==> config.mk <==
export PLATFORM = sky130hd
export DESIGN_NAME = scan_decoder
export DESIGN_NICKNAME = d
export VERILOG_FILES = /design/src/rtl/scan_decoder.sv
export SDC_FILE = /design/constraint.sdc
export NUM_CORES = 1
export LEC_CHECK = 0
export BUFFER_PORTS_ARGS = -buffer_cell sky130_fd_sc_hd__buf_2
export CORE_MARGIN = 2
export CORE_UTILIZATION = 45
export CTS_BUF_LIST = sky130_fd_sc_hd__clkbuf_8
export DETAILED_ROUTE_END_ITERATION = 7
export GPL_TIMING_DRIVEN = 0
export PLACE_DENSITY_LB_ADDON = 0.2
export SETUP_SLACK_MARGIN = 0.1
export SLEW_MARGIN = 20
export SYNTH_ARGS = -nofsm -noshare
export SYNTH_HDL_FRONTEND = slang
export SYNTH_SLANG_ARGS = --single-unit
==> constraint.sdc <==
create_clock -name clk -period 2.1 [get_ports clk]
set_clock_uncertainty 0.15 [all_clocks]
set_input_delay 0.21 -clock clk [delete_from_list [all_inputs] [get_ports clk]]
set_output_delay 0.21 -clock clk [all_outputs]
set_load 0.05 [all_outputs]
==> src/rtl/scan_decoder.sv <==
// scan_decoder: registered one-hot select with direct-load and auto-scan modes.
// Optional build macro ACTIVE_LOW_OUT_EN inverts the y port (common-anode drive).
module scan_decoder #(
    parameter int SEL_W = 3,
    parameter int DWELL = 4
) (
    input  logic                  clk,
    input  logic                  rst_n,
    input  logic                  en,
    input  logic                  mode,
    input  logic                  load,
    input  logic [SEL_W-1:0]      sel_in,
    output logic [(1<<SEL_W)-1:0] y,
    output logic [SEL_W-1:0]      idx,
    output logic                  wrap,
    output logic                  active
);

    localparam int OUT_W = 1 << SEL_W;
    localparam int CNT_W = $clog2(DWELL + 1);
    localparam logic [CNT_W-1:0] CNT_LAST = CNT_W'(DWELL - 1);

    typedef enum logic [1:0] {
        S_IDLE,
        S_DIRECT,
        S_SCAN
    } state_t;

    state_t             state_q, state_d;
    logic [SEL_W-1:0]   idx_q, idx_d;
    logic [CNT_W-1:0]   cnt_q, cnt_d;
    logic [OUT_W-1:0]   oh_q, oh_d;
    logic               wrap_q, wrap_d;
    logic               active_q, active_d;

    always_ff @(posedge clk) begin
        if (!rst_n) begin
            state_q  <= S_IDLE;
            idx_q    <= '0;
            cnt_q    <= '0;
            oh_q     <= '0;
            wrap_q   <= 1'b0;
            active_q <= 1'b0;
        end else begin
            state_q  <= state_d;
            idx_q    <= idx_d;
            cnt_q    <= cnt_d;
            oh_q     <= oh_d;
            wrap_q   <= wrap_d;
            active_q <= active_d;
        end
    end

    always_comb begin
        state_d = state_q;
        idx_d   = idx_q;
        cnt_d   = cnt_q;
        wrap_d  = 1'b0;
        if (!en) begin
            state_d = S_IDLE;
            cnt_d   = '0;
        end else begin
            unique case (state_q)
                S_IDLE: begin
                    cnt_d = '0;
                    if (mode) begin
                        state_d = S_SCAN;
                        idx_d   = load ? sel_in : '0;
                    end else begin
                        state_d = S_DIRECT;
                        if (load) idx_d = sel_in;
                    end
                end
                S_DIRECT: begin
                    cnt_d = '0;
                    if (load) idx_d = sel_in;
                    if (mode) state_d = S_SCAN;
                end
                S_SCAN: begin
                    if (!mode) begin
                        state_d = S_DIRECT;
                        cnt_d   = '0;
                        if (load) idx_d = sel_in;
                    end else if (load) begin
                        // a load beats a same-cycle step and never pulses wrap
                        idx_d = sel_in;
                        cnt_d = '0;
                    end else if (cnt_q == CNT_LAST) begin
                        cnt_d  = '0;
                        idx_d  = idx_q + 1'b1;
                        wrap_d = &idx_q;
                    end else begin
                        cnt_d = cnt_q + 1'b1;
                    end
                end
                default: begin
                    state_d = S_IDLE;
                    cnt_d   = '0;
                end
            endcase
        end
        active_d = (state_d != S_IDLE);
        oh_d     = active_d ? (OUT_W'(1) << idx_d) : '0;
    end

`ifdef ACTIVE_LOW_OUT_EN
    assign y = ~oh_q;
`else
    assign y = oh_q;
`endif
    assign idx    = idx_q;
    assign wrap   = wrap_q;
    assign active = active_q;

endmodule

==> results.md <==
* Maximum capacitance violations at 0
* Relative slew slack at 0.672
* # diodes at 0
* Setup crit end kind: flop
* Worst-skew pair later-pin latency at 0.25 ns
* Ratio of cells with drive above 1 in the final layout at 0.351
* Starting Density at 0.489
* Pleak at 0.399 nW
* Critical Path RT at 2.12 ns
* DR pass1 iterations at 3
* Final nets at 111
* HP Class: in2reg
* TNS Setup at 0 ns
* Post-cts sizing count at 0
* Initial antenna violation count at 0
* Antenna viol nets, final at 0
* Global-route wire length before repair at 2150 um
* Detail Placement HPWL at 1040 um
* Cts hold-fix bufs at 0
* Layout area overhead at 26.4%
* Port-buffer cells at 20
* Via density at 5.42
* Longest Clk Path Bufs at 2
* Vias in the first global route at 534
* Die Y at 44.7 um
* Mapped Area at 744 sq um
* Number of flops mapped to enable cells by yosys at 0
* Synth warn at 0
* Worst Reg-to-Reg Cells at 6
* Register area share after synthesis at 0.484
* VDD IR-drop max at 0.426 mV
* Primary FF master, synth: dfxtp_1
* Netlist cell types at 26
* Core Util, Final at 0.617
* HP Start: mode
* Row cnt at 14
* F_max at 504 MHz
* Cells on Worst Hold Path at 2
* Mapped Nets at 86
* Async set-or-reset flop fraction in the synthesized netlist at 0
* Synth Instances at 73
* Final wirelength at 1360 um
* Critical path startpoint category: flop
* Initial DRC Count at 6
* Power per cell area at 755 nW/um^2
* Flops & latches, synth at 18
* GPL Wtd Cong at 0.783
* Via count at 613
* RSZ-0062 raised after global routing: yes
* Final hold vios at 0
* CP max FO at 5
* CTS tree: built
* Post-layout min period at 1.98 ns
* Gr usage total at 0.152
* Hold path endpoint: state_q[0]
* Slew Limit Fails at 0
* Ports at 21
* Setup repair bufs after CTS at 0
* R2r startpoint: idx[0]
* Worst Tran Pin Value at 0.492 ns
* Setup Viol. Count Final at 0
* Final period util at 0.944
* # DRC at 0
* Overflow after GRT at 0
* Wire per inst at 12.0 um
* DIE AREA at 2000 sq um
* Reg2reg end: y[0]
* Clk root buf: clkbuf_8
* Worst reg-to-reg setup slack at 0.12 ns
* Run status: finished, final reports clean
* WS Path Type: reg2reg
* Avg Synthesized Cell Area at 10.2 sq um
* Largest net degree at the start of global routing at 11
* CTS Buf Count at 3
* Die X-Extent at 44.7 um
* CTS H-tree depth at 1
* CTS clk-pin slew, worst paths at 0.06 ns
* Worst EP arrival at 2.00 ns
* Clock Sink Count at 18
* Core ar. at 1520 sq um
-- worst max path at each step --
| stage | start | endpoint | slack, ns | cells after the start |
|---|---|---|---|---|
| after floorplan | idx[0] | y[2] | 0.13 | 6 |
| after global placement | idx[0] | idx[2] | 0.16 | 6 |
| after detailed placement | idx[0] | idx[2] | 0.14 | 6 |
| after CTS | idx[0] | idx[2] | 0.15 | 6 |
| after global routing | idx[0] | y[1] | 0.05 | 6 |
| final | idx[0] | y[0] | 0.12 | 6 |
-- cell type report --
| type | count | area [sq um] |
|---|---|---|
| Timing Repair Buffer | 20 | 100 |
| Sequential cell | 18 | 364 |
| Multi-Input combinational cell | 52 | 390 |
| Tap cell | 16 | 20.0 |
| Fill cell | 135 | 583 |
| Inverter | 3 | 11.3 |
| Clock buffer | 4 | 55.1 |
-- synthesized netlist by cell type, types with 2 or more instances --
library cell  instances  share of area
nand2b_1              4          0.034
nor2_1                3          0.015
dfxtp_1              18           0.48
ha_1                  5          0.084
a221o_1               2          0.027
a21oi_1               2          0.013
nor3_1               10          0.067
nor2b_1               2          0.017
nand2_1               4          0.020
nand3_1               2          0.013
and2_1                4          0.034
inv_1                 3          0.015
-- per-layer routing --
metal,up-vias,global-route usage,routed length [um]
met5,-,0,0
met2,13,0.235,650
met4,0,0.0909,9
met3,2,0.0408,61
li1,312,-,-
met1,286,0.186,636
-- cells in the final DEF, fill, tap and decap left out, drive strengths merged --
cell	n
ha	5
nand2b	4
buf	20
nor2b	2
o221ai	1
and2	5
a221oi	2
o21ba	1
nand2	4
clkbuf	4
a21oi	2
or3	1
nand4bb	1
and3	1
o21ai	2
nand3	2
dfxtp	18
a21boi	1
nor3	10
a221o	2
o31ai	1
nor2	3
a2111oi	1
inv	3
or4b	1
-- sequential cells by signal (all words and copies together), names as in the netlist --
register  count
active        1
cnt_q         3
idx           3
wrap          1
y             8
state_q       2
-- logic make-up (layout without fill, tap and decap cells) --
| kind of cell | count (synthesis) | after routing | share of synthesized area |
|---|---|---|---|
| AO/OA/AOI/OAI | 13 | 13 | 0.156 |
| AND/OR/NAND/NOR | 34 | 34 | 0.260 |
| flip-flops | 18 | 18 | 0.484 |
| adder cells (fa/ha/maj) | 5 | 5 | 0.0840 |
| buffers and inverters | 3 | 27 | 0.0151 |
-- worst max-delay path: stages, from the launching register on --
cell	delay, ns
dfxtp_2	0.34
ha_1	0.20
ha_1	0.26
nand3_1	0.13
a2111oi_4	0.10
or4b_4	0.57
nor3_1	0.15
-- where the power goes --
group / internal [mW] / switching [mW] / leakage, nW
Combinational: 0.0276 / 0.0532 / 0.223
Sequential: 0.350 / 0.00665 / 0.147
Clock: 0.166 / 0.106 / 0.0288
-- per-stage QoR --
step           worst slack, ns  instances  area [sq um]  hold slack, ns  total power [mW]
3_3_place_gp             0.157        109           868           0.259             0.442
6_report                 0.117        113           941          0.0725             0.710
4_1_cts                  0.154        113           923          0.0652             0.715
3_5_place_dp             0.139        109           868           0.274             0.443
5_1_grt                 0.0546        113           941          0.0879             0.737
2_1_floorplan            0.126         73           748           0.132             0.419
No activity file was read; power rests on OpenSTA's default activity.
